===== src/rtl/ha1588_axi_lite_bridge.sv =====
`timescale 1ns/1ps
`default_nettype none
// ==========================================================================
// Module  : ha1588_axi_lite_bridge
// Brief   : AXI4-Lite slave to ha1588 up_* local bus, with maskable IRQ block
// Rev     : 1.0  initial release
// ==========================================================================
module ha1588_axi_lite_bridge #(
  parameter int C_S_AXI_REG_ADDR_WIDTH = 32,
  parameter int C_S_AXI_REG_DATA_WIDTH = 32,
  parameter int C_UP_ADDR_WIDTH        = 8,
  parameter int C_RD_LATENCY           = 1,
  parameter int C_INTR_WIDTH           = 4,
  parameter logic [C_UP_ADDR_WIDTH-1:0] C_INTR_BASE = 8'hF0
) (
  input  logic                                S_AXI_REG_ACLK,
  input  logic                                S_AXI_REG_ARESETN,
  input  logic [C_S_AXI_REG_ADDR_WIDTH-1:0]   S_AXI_REG_AWADDR,
  input  logic [2:0]                          S_AXI_REG_AWPROT,
  input  logic                                S_AXI_REG_AWVALID,
  output logic                                S_AXI_REG_AWREADY,
  input  logic [C_S_AXI_REG_DATA_WIDTH-1:0]   S_AXI_REG_WDATA,
  input  logic [C_S_AXI_REG_DATA_WIDTH/8-1:0] S_AXI_REG_WSTRB,
  input  logic                                S_AXI_REG_WVALID,
  output logic                                S_AXI_REG_WREADY,
  output logic [1:0]                          S_AXI_REG_BRESP,
  output logic                                S_AXI_REG_BVALID,
  input  logic                                S_AXI_REG_BREADY,
  input  logic [C_S_AXI_REG_ADDR_WIDTH-1:0]   S_AXI_REG_ARADDR,
  input  logic [2:0]                          S_AXI_REG_ARPROT,
  input  logic                                S_AXI_REG_ARVALID,
  output logic                                S_AXI_REG_ARREADY,
  output logic [C_S_AXI_REG_DATA_WIDTH-1:0]   S_AXI_REG_RDATA,
  output logic [1:0]                          S_AXI_REG_RRESP,
  output logic                                S_AXI_REG_RVALID,
  input  logic                                S_AXI_REG_RREADY,
  output logic                                INTR_OUT,
  input  logic [C_INTR_WIDTH-1:0]             irq_src,
  output logic                                up_wr,
  output logic                                up_rd,
  output logic [C_UP_ADDR_WIDTH-1:0]          up_addr,
  output logic [C_S_AXI_REG_DATA_WIDTH/8-1:0] up_be,
  output logic [C_S_AXI_REG_DATA_WIDTH-1:0]   up_data_wr,
  input  logic [C_S_AXI_REG_DATA_WIDTH-1:0]   up_data_rd
);

  localparam int DW = C_S_AXI_REG_DATA_WIDTH;
  localparam int UW = C_UP_ADDR_WIDTH;
  localparam logic [UW-1:0] c_EN_ADDR  = C_INTR_BASE + UW'(4);
  localparam logic [2:0]    c_LAT_LAST = 3'(C_RD_LATENCY - 1);

  typedef enum logic [2:0] {
    S_IDLE  = 3'd0,
    S_WR    = 3'd1,
    S_BRSP  = 3'd2,
    S_RD    = 3'd3,
    S_RWAIT = 3'd4,
    S_RRSP  = 3'd5
  } state_t;

  state_t              r_state, w_state_nxt;
  logic                r_rst_done;
  logic                r_aw_full, r_w_full, r_ar_full;
  logic [UW-1:0]       r_aw_addr, r_ar_addr;
  logic [DW-1:0]       r_w_data;
  logic [DW/8-1:0]     r_w_strb;
  logic                r_prio_wr;
  logic [2:0]          r_lat_cnt;
  logic [1:0]          r_rd_sel;
  logic [DW-1:0]       r_rdata;
  logic [C_INTR_WIDTH-1:0] r_irq_s1, r_irq_s2, r_irq_s3, r_pend, r_en;
  logic                r_intr;

  logic                w_wr_rdy, w_rd_rdy, w_lat_done;
  logic                w_aw_pend, w_aw_en, w_ar_pend, w_ar_en;
  logic [DW-1:0]       w_bmask, w_pend_ext, w_en_ext;
  logic [C_INTR_WIDTH-1:0] w_irq_set, w_pend_clr, w_imask;
  logic                w_unused;

  // Only the local-bus slice of the AXI address and none of AxPROT are decoded.
  assign w_unused = ^{S_AXI_REG_AWPROT, S_AXI_REG_ARPROT,
                      S_AXI_REG_AWADDR[C_S_AXI_REG_ADDR_WIDTH-1:UW],
                      S_AXI_REG_ARADDR[C_S_AXI_REG_ADDR_WIDTH-1:UW]};

  assign S_AXI_REG_AWREADY = r_rst_done & ~r_aw_full;
  assign S_AXI_REG_WREADY  = r_rst_done & ~r_w_full;
  assign S_AXI_REG_ARREADY = r_rst_done & ~r_ar_full;
  assign S_AXI_REG_BVALID  = (r_state == S_BRSP);
  assign S_AXI_REG_RVALID  = (r_state == S_RRSP);
  assign S_AXI_REG_BRESP   = 2'b00;
  assign S_AXI_REG_RRESP   = 2'b00;
  assign S_AXI_REG_RDATA   = r_rdata;
  assign INTR_OUT          = r_intr;

  assign w_wr_rdy   = r_aw_full & r_w_full;
  assign w_rd_rdy   = r_ar_full;
  assign w_lat_done = (r_lat_cnt == c_LAT_LAST);
  assign w_aw_pend  = (r_aw_addr[UW-1:2] == C_INTR_BASE[UW-1:2]);
  assign w_aw_en    = (r_aw_addr[UW-1:2] == c_EN_ADDR[UW-1:2]);
  assign w_ar_pend  = (r_ar_addr[UW-1:2] == C_INTR_BASE[UW-1:2]);
  assign w_ar_en    = (r_ar_addr[UW-1:2] == c_EN_ADDR[UW-1:2]);

  assign up_wr      = (r_state == S_WR) && (|r_w_strb) && !(w_aw_pend || w_aw_en);
  assign up_rd      = (r_state == S_RD) && !(w_ar_pend || w_ar_en);
  assign up_addr    = (r_state == S_WR) ? r_aw_addr :
                      (r_state == S_RD) ? r_ar_addr : '0;
  assign up_be      = (r_state == S_WR) ? r_w_strb : '0;
  assign up_data_wr = (r_state == S_WR) ? r_w_data : '0;

  always_comb begin
    w_bmask    = '0;
    w_pend_ext = '0;
    w_en_ext   = '0;
    for (int b = 0; b < DW/8; b++) w_bmask[8*b +: 8] = {8{r_w_strb[b]}};
    w_pend_ext[C_INTR_WIDTH-1:0] = r_pend;
    w_en_ext[C_INTR_WIDTH-1:0]   = r_en;
  end

  assign w_imask    = w_bmask[C_INTR_WIDTH-1:0];
  assign w_irq_set  = r_irq_s2 & ~r_irq_s3;
  assign w_pend_clr = (r_state == S_WR && w_aw_pend) ? (r_w_data[C_INTR_WIDTH-1:0] & w_imask) : '0;

  // Holding registers: a handshake fills, the FSM drains when it issues the access.
  always_ff @(posedge S_AXI_REG_ACLK or negedge S_AXI_REG_ARESETN) begin
    if (!S_AXI_REG_ARESETN) begin
      r_rst_done <= 1'b0;
      r_aw_full  <= 1'b0;
      r_w_full   <= 1'b0;
      r_ar_full  <= 1'b0;
      r_aw_addr  <= '0;
      r_ar_addr  <= '0;
      r_w_data   <= '0;
      r_w_strb   <= '0;
    end else begin
      r_rst_done <= 1'b1;
      if (S_AXI_REG_AWVALID && S_AXI_REG_AWREADY) begin
        r_aw_full <= 1'b1;
        r_aw_addr <= S_AXI_REG_AWADDR[UW-1:0];
      end else if (r_state == S_WR) begin
        r_aw_full <= 1'b0;
      end
      if (S_AXI_REG_WVALID && S_AXI_REG_WREADY) begin
        r_w_full <= 1'b1;
        r_w_data <= S_AXI_REG_WDATA;
        r_w_strb <= S_AXI_REG_WSTRB;
      end else if (r_state == S_WR) begin
        r_w_full <= 1'b0;
      end
      if (S_AXI_REG_ARVALID && S_AXI_REG_ARREADY) begin
        r_ar_full <= 1'b1;
        r_ar_addr <= S_AXI_REG_ARADDR[UW-1:0];
      end else if (r_state == S_RD) begin
        r_ar_full <= 1'b0;
      end
    end
  end

  always_ff @(posedge S_AXI_REG_ACLK or negedge S_AXI_REG_ARESETN) begin
    if (!S_AXI_REG_ARESETN) r_state <= S_IDLE;
    else                    r_state <= w_state_nxt;
  end

  always_comb begin
    w_state_nxt = r_state;
    case (r_state)
      S_IDLE: begin
        if (w_wr_rdy && (!w_rd_rdy || r_prio_wr)) w_state_nxt = S_WR;
        else if (w_rd_rdy)                        w_state_nxt = S_RD;
      end
      S_WR:    w_state_nxt = S_BRSP;
      S_BRSP:  if (S_AXI_REG_BREADY) w_state_nxt = S_IDLE;
      S_RD:    w_state_nxt = S_RWAIT;
      S_RWAIT: if (w_lat_done) w_state_nxt = S_RRSP;
      S_RRSP:  if (S_AXI_REG_RREADY) w_state_nxt = S_IDLE;
      default: w_state_nxt = S_IDLE;
    endcase
  end

  // Priority only flips on contested grants, so an uncontested access never steals a turn.
  always_ff @(posedge S_AXI_REG_ACLK or negedge S_AXI_REG_ARESETN) begin
    if (!S_AXI_REG_ARESETN) begin
      r_prio_wr <= 1'b1;
      r_lat_cnt <= '0;
      r_rd_sel  <= '0;
      r_rdata   <= '0;
    end else begin
      if (r_state == S_IDLE && w_wr_rdy && w_rd_rdy) r_prio_wr <= ~r_prio_wr;
      if (r_state == S_RD) begin
        r_lat_cnt <= '0;
        r_rd_sel  <= {w_ar_en, w_ar_pend};
      end else if (r_state == S_RWAIT) begin
        r_lat_cnt <= r_lat_cnt + 3'd1;
        if (w_lat_done) begin
          if (r_rd_sel[0])      r_rdata <= w_pend_ext;
          else if (r_rd_sel[1]) r_rdata <= w_en_ext;
          else                  r_rdata <= up_data_rd;
        end
      end
    end
  end

  always_ff @(posedge S_AXI_REG_ACLK or negedge S_AXI_REG_ARESETN) begin
    if (!S_AXI_REG_ARESETN) begin
      r_irq_s1 <= '0;
      r_irq_s2 <= '0;
      r_irq_s3 <= '0;
      r_pend   <= '0;
      r_en     <= '0;
      r_intr   <= 1'b0;
    end else begin
      r_irq_s1 <= irq_src;
      r_irq_s2 <= r_irq_s1;
      r_irq_s3 <= r_irq_s2;
      r_pend   <= (r_pend & ~w_pend_clr) | w_irq_set;
      if (r_state == S_WR && w_aw_en)
        r_en <= (r_en & ~w_imask) | (r_w_data[C_INTR_WIDTH-1:0] & w_imask);
      r_intr   <= |(r_pend & r_en);
    end
  end

endmodule
`default_nettype wire

===== config.mk =====
export PLATFORM = sky130hd
export DESIGN_NAME = ha1588_axi_lite_bridge
export DESIGN_NICKNAME = d
export VERILOG_FILES = /design/src/rtl/ha1588_axi_lite_bridge.sv
export SDC_FILE = /design/constraint.sdc
export NUM_CORES = 1
export LEC_CHECK = 0
export ABC_CLOCK_PERIOD_IN_PS = 3300
export CORE_UTILIZATION = 35
export CTS_CLUSTER_SIZE = 25
export DETAILED_ROUTE_END_ITERATION = 12
export DONT_BUFFER_PORTS = 1
export GPL_TIMING_DRIVEN = 0
export PLACE_DENSITY_LB_ADDON = 0.3
export SLEW_MARGIN = 5
export SYNTH_ARGS = -nofsm -noshare
export SYNTH_HDL_FRONTEND = slang
export SYNTH_SLANG_ARGS = --single-unit

===== constraint.sdc =====
create_clock -name S_AXI_REG_ACLK -period 3.3 [get_ports S_AXI_REG_ACLK]
set_input_delay 0.825 -clock S_AXI_REG_ACLK [delete_from_list [all_inputs] [get_ports S_AXI_REG_ACLK]]
set_output_delay 0.825 -clock S_AXI_REG_ACLK [all_outputs]
set_load 0.01 [all_outputs]

After elaboration in Yosys (flattened, before gate mapping). Index checks and enable logic that the tools add are counted. W data, S select, Z words.

Flip-flop bits (word level): 118. Latch bits: 0. Bits in writable memories: 0. Bits in read-only memories: 0. Input bits: 149. Output and inout bits: 88. Word-level logic and storage cells: 99. Memories kept: 0.

$add $sub $neg: 1. Multipliers: 0. Div/mod/pow operators: 0. $lt $le $gt $ge: 0. Equal/unequal tests: 13. Shifts and indexed selects: 0. Mux-type cells: 20. Bitwise logic cells: 19. Reduce and logical (&&, ||, !) cells: 27.

Operators by type and width (count): $mux W32 (3); $eq A6 B6 Y1 const B (4); $mux W3 (7); $and A4 B4 Y4 (5); $pmux W3 S6 (1); $mux W8 (2); $not A4 Y4 (3); $logic_and A1 B1 Y1 (11); $mux W4 (2); $or A4 B4 Y4 (2); $reduce_bool A2 Y1 (4); $reduce_or A4 Y1 (2); $eq A3 B2 Y1 const B (2); $eq A3 B3 Y1 const B (2); $logic_not A3 Y1 (2); $mux W1 (5); $not A1 Y1 (5); $and A1 B1 Y1 (4); $ne A2 B1 Y1 const B (2); $reduce_and A4 Y1 (1); $add A3 B1 Y3 const B (1); $eq A3 B1 Y1 const B (1); $logic_not A1 Y1 (3); $logic_or A1 B1 Y1 (3); 3 further kinds (3).

Longest topological paths before layout. Gate-level depths: netlist of run 1.

Depth after elaboration: 6. Depth in mapped cells: 5. Mapped depth without buffers: 5.

Least setup slack after synthesis of run 1. Ideal clock, no wire load.

Kind: register -> output. Start: register r_state[1]. End: output port up_addr[1]. Arrival: 1.345 ns. Required time: 2.475 ns. Setup slack: 1.130 ns. Cell stages (with the launch flop): 5. Buffers on the path: 2. Path through: dfrtp_1 -> clkbuf_1 -> nor3b_2 -> clkbuf_1 -> a22o_1.

Word-level cells in the longest chain between the ends: 3. Elaborated cells between the ends (all ways): 4. Classes of those cells: eq/ne (2); mux (2).

Ends and longest elaborated chain: from (decl) (line 61) `state_t r_state, w_state_nxt;`; from (signal assigned) (line 160) `else r_state <= w_state_nxt;`; $eq A3 B2 Y1 (line 106) `(r_state == S_RD) ? r_ar_addr : '0;`; $mux W8 (line 106); $mux W8 * (line 105) `assign up_addr = (r_state == S_WR) ? r_aw_addr :`; to (decl) (line 41) `output logic [C_UP_ADDR_WIDTH-1:0] up_addr,`.

Every way passes the cells marked *; elsewhere a longest branch is shown, timed or not.

Worst setup path after layout of run 1.
Start: register r_state[1]. End: output port up_addr[6].

Same word-level chain as after synthesis.

==> metrics.md, run 1 <==
| Metric | Value |
|---|---|
| Status | complete, no violations |
| Max IR drop VDD | between 0.5 and 0.6 mV |
| Largest net degree at the start of global routing | approximately 120 |
| Residual DRC | 0 |
| Synth Area in Adders | less than 1% |
| Seq/Total Area, Yosys | a little under three fifths |
| Drt first pass iters | 4 |
| Num ports | approximately 240 |
| Post-Synth XOR/XNOR Area | 0.170% |
| PortBufs | 0 |
| Clock root buffer | clkbuf_16 |
| # rows | 43 |
| R2R Setup Slk | about 1.5 ns |
| Crit. End Element | primary output |
| Path depth of the worst reg2reg path | 4 |
| Via density | ~5 |
| Sum Neg Setup Slack | 0 ns |
| Area contributors post-synth | dfrtp_1 57%, mux2_2 12%, mux2i_1 6.4% |
| Nets | between 600 and 700 |
| GRT Util Overall | about 15% |
| MaxCap Viol Count | 0 |
| Crit path required time | between 2 and 2.5 ns |
| Multi-input combinational cell area | between 0.0015 and 0.002 sq mm |
| Core area | 0.0141 sq mm |
| Hold Buf Count CTS | 0 |
| Share of synthesized registers carrying an async set or reset | 100% |
| Skew-Pair Late Insertion Delay | slightly above 0.4 ns |
| CTS sink count | around 120 |
| Max-slew headroom | 66.0% |
| Cell count after synthesis | roughly 430 |
| Largest family of logic cells by synthesized area | multiplexers |
| Number of synthesized flops with an enable pin | 0 |
| Leak Pwr | a little under 3 nW |
| WP data arrival | 2.16 ns |
| Pins Over Slew Limit | 0 |
| Post-Route Skew | 0.0123 ns |
| Max Fclk | roughly 330 MHz |
| Area leader, netlist | dfrtp_1 |
| Number of global-route vias before repair | 3228 |
| GRT overflow | 0 |
| Largest fanout on the critical path | 10 |
| Predominant post-synthesis flop cell | dfrtp_1 |
| CP Launch Type | flop |
| Detailed-route via count | between 3k and 4k |
| Antenna Violating Nets Remaining | 0 |
| Period minus WS final | around 3 ns |
| Synthesized area | between 0.005 and 0.006 sq mm |
| R2R Path End | r_w_data[5]$_DFFE_PN0P_ |
| Share of cells above drive strength 1 | between 20% and 30% |
| Post-synth top area share | between 50 and 60% |
| TritonCTS clock tree | built |
| Area grow syn2layout | 15.9% |
| Clock Pin Slew Worst Setup and Hold Paths | about 0.05 ns |
| DP Worst Slack | between 0.5 and 0.6 ns |
| Hold Crit Class | in2async |
| Min Hold Slack | approximately 0.12 ns |
| Crit Path Category | reg2out |
| DR WL/cell | 17.2 um |
| Initial core utilization | ~36% |
| Layout Cells excl Fill | about 650 |
| Post-CTS setup buffers | 0 |
| Num CTS Buffers | 17 |
| Final hold violation count | 0 |
| Post-synthesis mux area share | around 20% |
| Warnings from Yosys | 0 |
| RSZ-0062 raised after global routing | false |
| GP Congestion | around 0.75 |
| Setup violators final | 0 |
| Clock Path Buffers | 2 |
| Inst Count DP | roughly 620 |
| Initial antenna violation count | 0 |
| First-pass GRT wire length | 16800 um |
| Simple-Gate Fraction of Synth Area | 12.8% |
| Beginning of the worst register-to-register path | r_w_full$_DFFE_PN0P_ |
| Count leader, synth | dfrtp_1 |
| Register area | between 0.002 and 0.003 sq mm |
| Final WS setup | around 0.31 ns |
| FILL cells | about 1.3k |
| Distinct cells, synth | 40 |
| 1st-iter DRT viols | 97 |
| Die Wd | between 100 and 150 um |
| Final cycle utilization of the critical path | between 90 and 100% |
| Most frequent cells after synthesis | 117 x dfrtp_1, 56 x mux2_2, 50 x nand2_1 |
| Total die area | around 0.015 sq mm |
| # diodes | 0 |
| Actual slew at the worst max-slew pin | 0.507 ns |
| Yosys reg bits | about 120 |
| Hpwl dp | about 8100 um |
| Post-Syn Area per Cell | 11.9 sq um |
| Compound-Gate Fraction of Synth Area | around 4.7% |
| H-Tree Depth | 4 |
| DRT Wirelength | between 10000 and 15000 um |
| Vert. Die Dim | 123 um |
| Pwr dens | about 960 mW/mm^2 |
[worst max-delay path: stages (launching register included)]
cell and delay [ns]:
dfrtp_1 0.42, clkbuf_1 0.25, nor3b_4 0.42, clkbuf_1 0.39, a22o_1 0.28
[registers in the layout, summed over array words and instances, names as in the netlist, 2 cells and up, named ones only]
| name | flops |
|---|---|
| S_AXI_REG_RDATA | 32 |
| r_w_data | 32 |
| r_ar_addr | 8 |
| r_aw_addr | 8 |
| r_irq_s1 | 4 |
| r_irq_s2 | 4 |
| r_irq_s3 | 4 |
| r_pend | 4 |
| r_w_strb | 4 |
| r_lat_cnt | 3 |
| r_state | 3 |
| r_rd_sel | 2 |
[repair_timing]
item,CTS,global route
hold endpoints to repair,0,0
gates resized for setup,0,1
endpoints found under the setup margin,0,10
[layer usage]
metal | vias to the layer above | routed length [um] | share of wire (%) | global-route usage, %
li1 | 1484 | - | - | -
met1 | 1540 | 4550 | 41 | 17.5
met2 | 144 | 5310 | 48 | 23.5
met3 | 8 | 1140 | 10 | 7.24
met4 | 0 | 129 | 1.2 | 6.55
met5 | - | 0 | 0 | 0
[how the worst max path moves through the flow]
stage | to | slack (ns) | start | cells after the start
after detailed placement | up_addr[1] | 0.55 | r_state[1]$_DFFE_PN0P_ | 4
after floorplan | up_addr[1] | 1.13 | r_state[1]$_DFFE_PN0P_ | 4
after CTS | up_addr[1] | 0.1 | r_state[1]$_DFFE_PN0P_ | 4
after global placement | up_addr[1] | 0.56 | r_state[1]$_DFFE_PN0P_ | 4
after global routing | up_addr[1] | 0.06 | r_state[1]$_DFFE_PN0P_ | 4
final | up_addr[6] | 0.31 | r_state[1]$_DFFE_PN0P_ | 4
[layout make-up]
type | instances | area share, %
Buffer | 24 | 1.95
Multi-Input combinational cell | 256 | 32.9
Clock buffer | 22 | 7.94
Clock inverter | 9 | 1.70
Tap cell | 180 | 3.77
Inverter | 37 | 2.32
Sequential cell | 118 | 49.4
[logic make-up after synthesis]
| kind of cell | after synthesis |
|---|---|
| and+or+nand+nor | 119 |
| DFF | 118 |
| muxes | 93 |
| buffers and inverters | 61 |
| AOI/OAI and AO/OA | 36 |
| adders and majority gates | 2 |
| other | 2 |
| xor gates and xnor gates | 1 |
[layout by cell type, fill, tap and decap left out, drive strengths merged, types with 3 or more instances in the layout]
master	n
a21oi	7
buf	11
mux2i	33
a22o	7
conb	5
nand3b	6
nand2	50
clkinv	6
o21ai	11
mux2	60
o41ai	4
dfrtp	117
nor3b	4
and2	36
nor2	5
inv	37
nor2b	6
nand4	3
clkbuf	35
[report_power, final]
part           total, mW  switching [mW]  internal [mW]
sequential          2.58           0.524           2.05
combinational       1.38           0.713          0.666
clock               1.77           0.612           1.16
[metrics by stage]
stage	utilization, %	power (mW)	area [sq um]
detailed placement	38.1	4.01	5390
floorplan	-	3.60	5170
global placement	38.1	3.91	5390
CTS	42.2	5.82	5970
finish	42.2	5.73	5980
global route	42.2	6.10	5980
(Power assumes the default switching activity.)
==> run 2, diff against run 1 <==
HOLD_SLACK_MARGIN = 0.02   (was unset)
==> results of run 2 <==
Same layout as run 1: the final DEF is identical, and so are final timing and power.
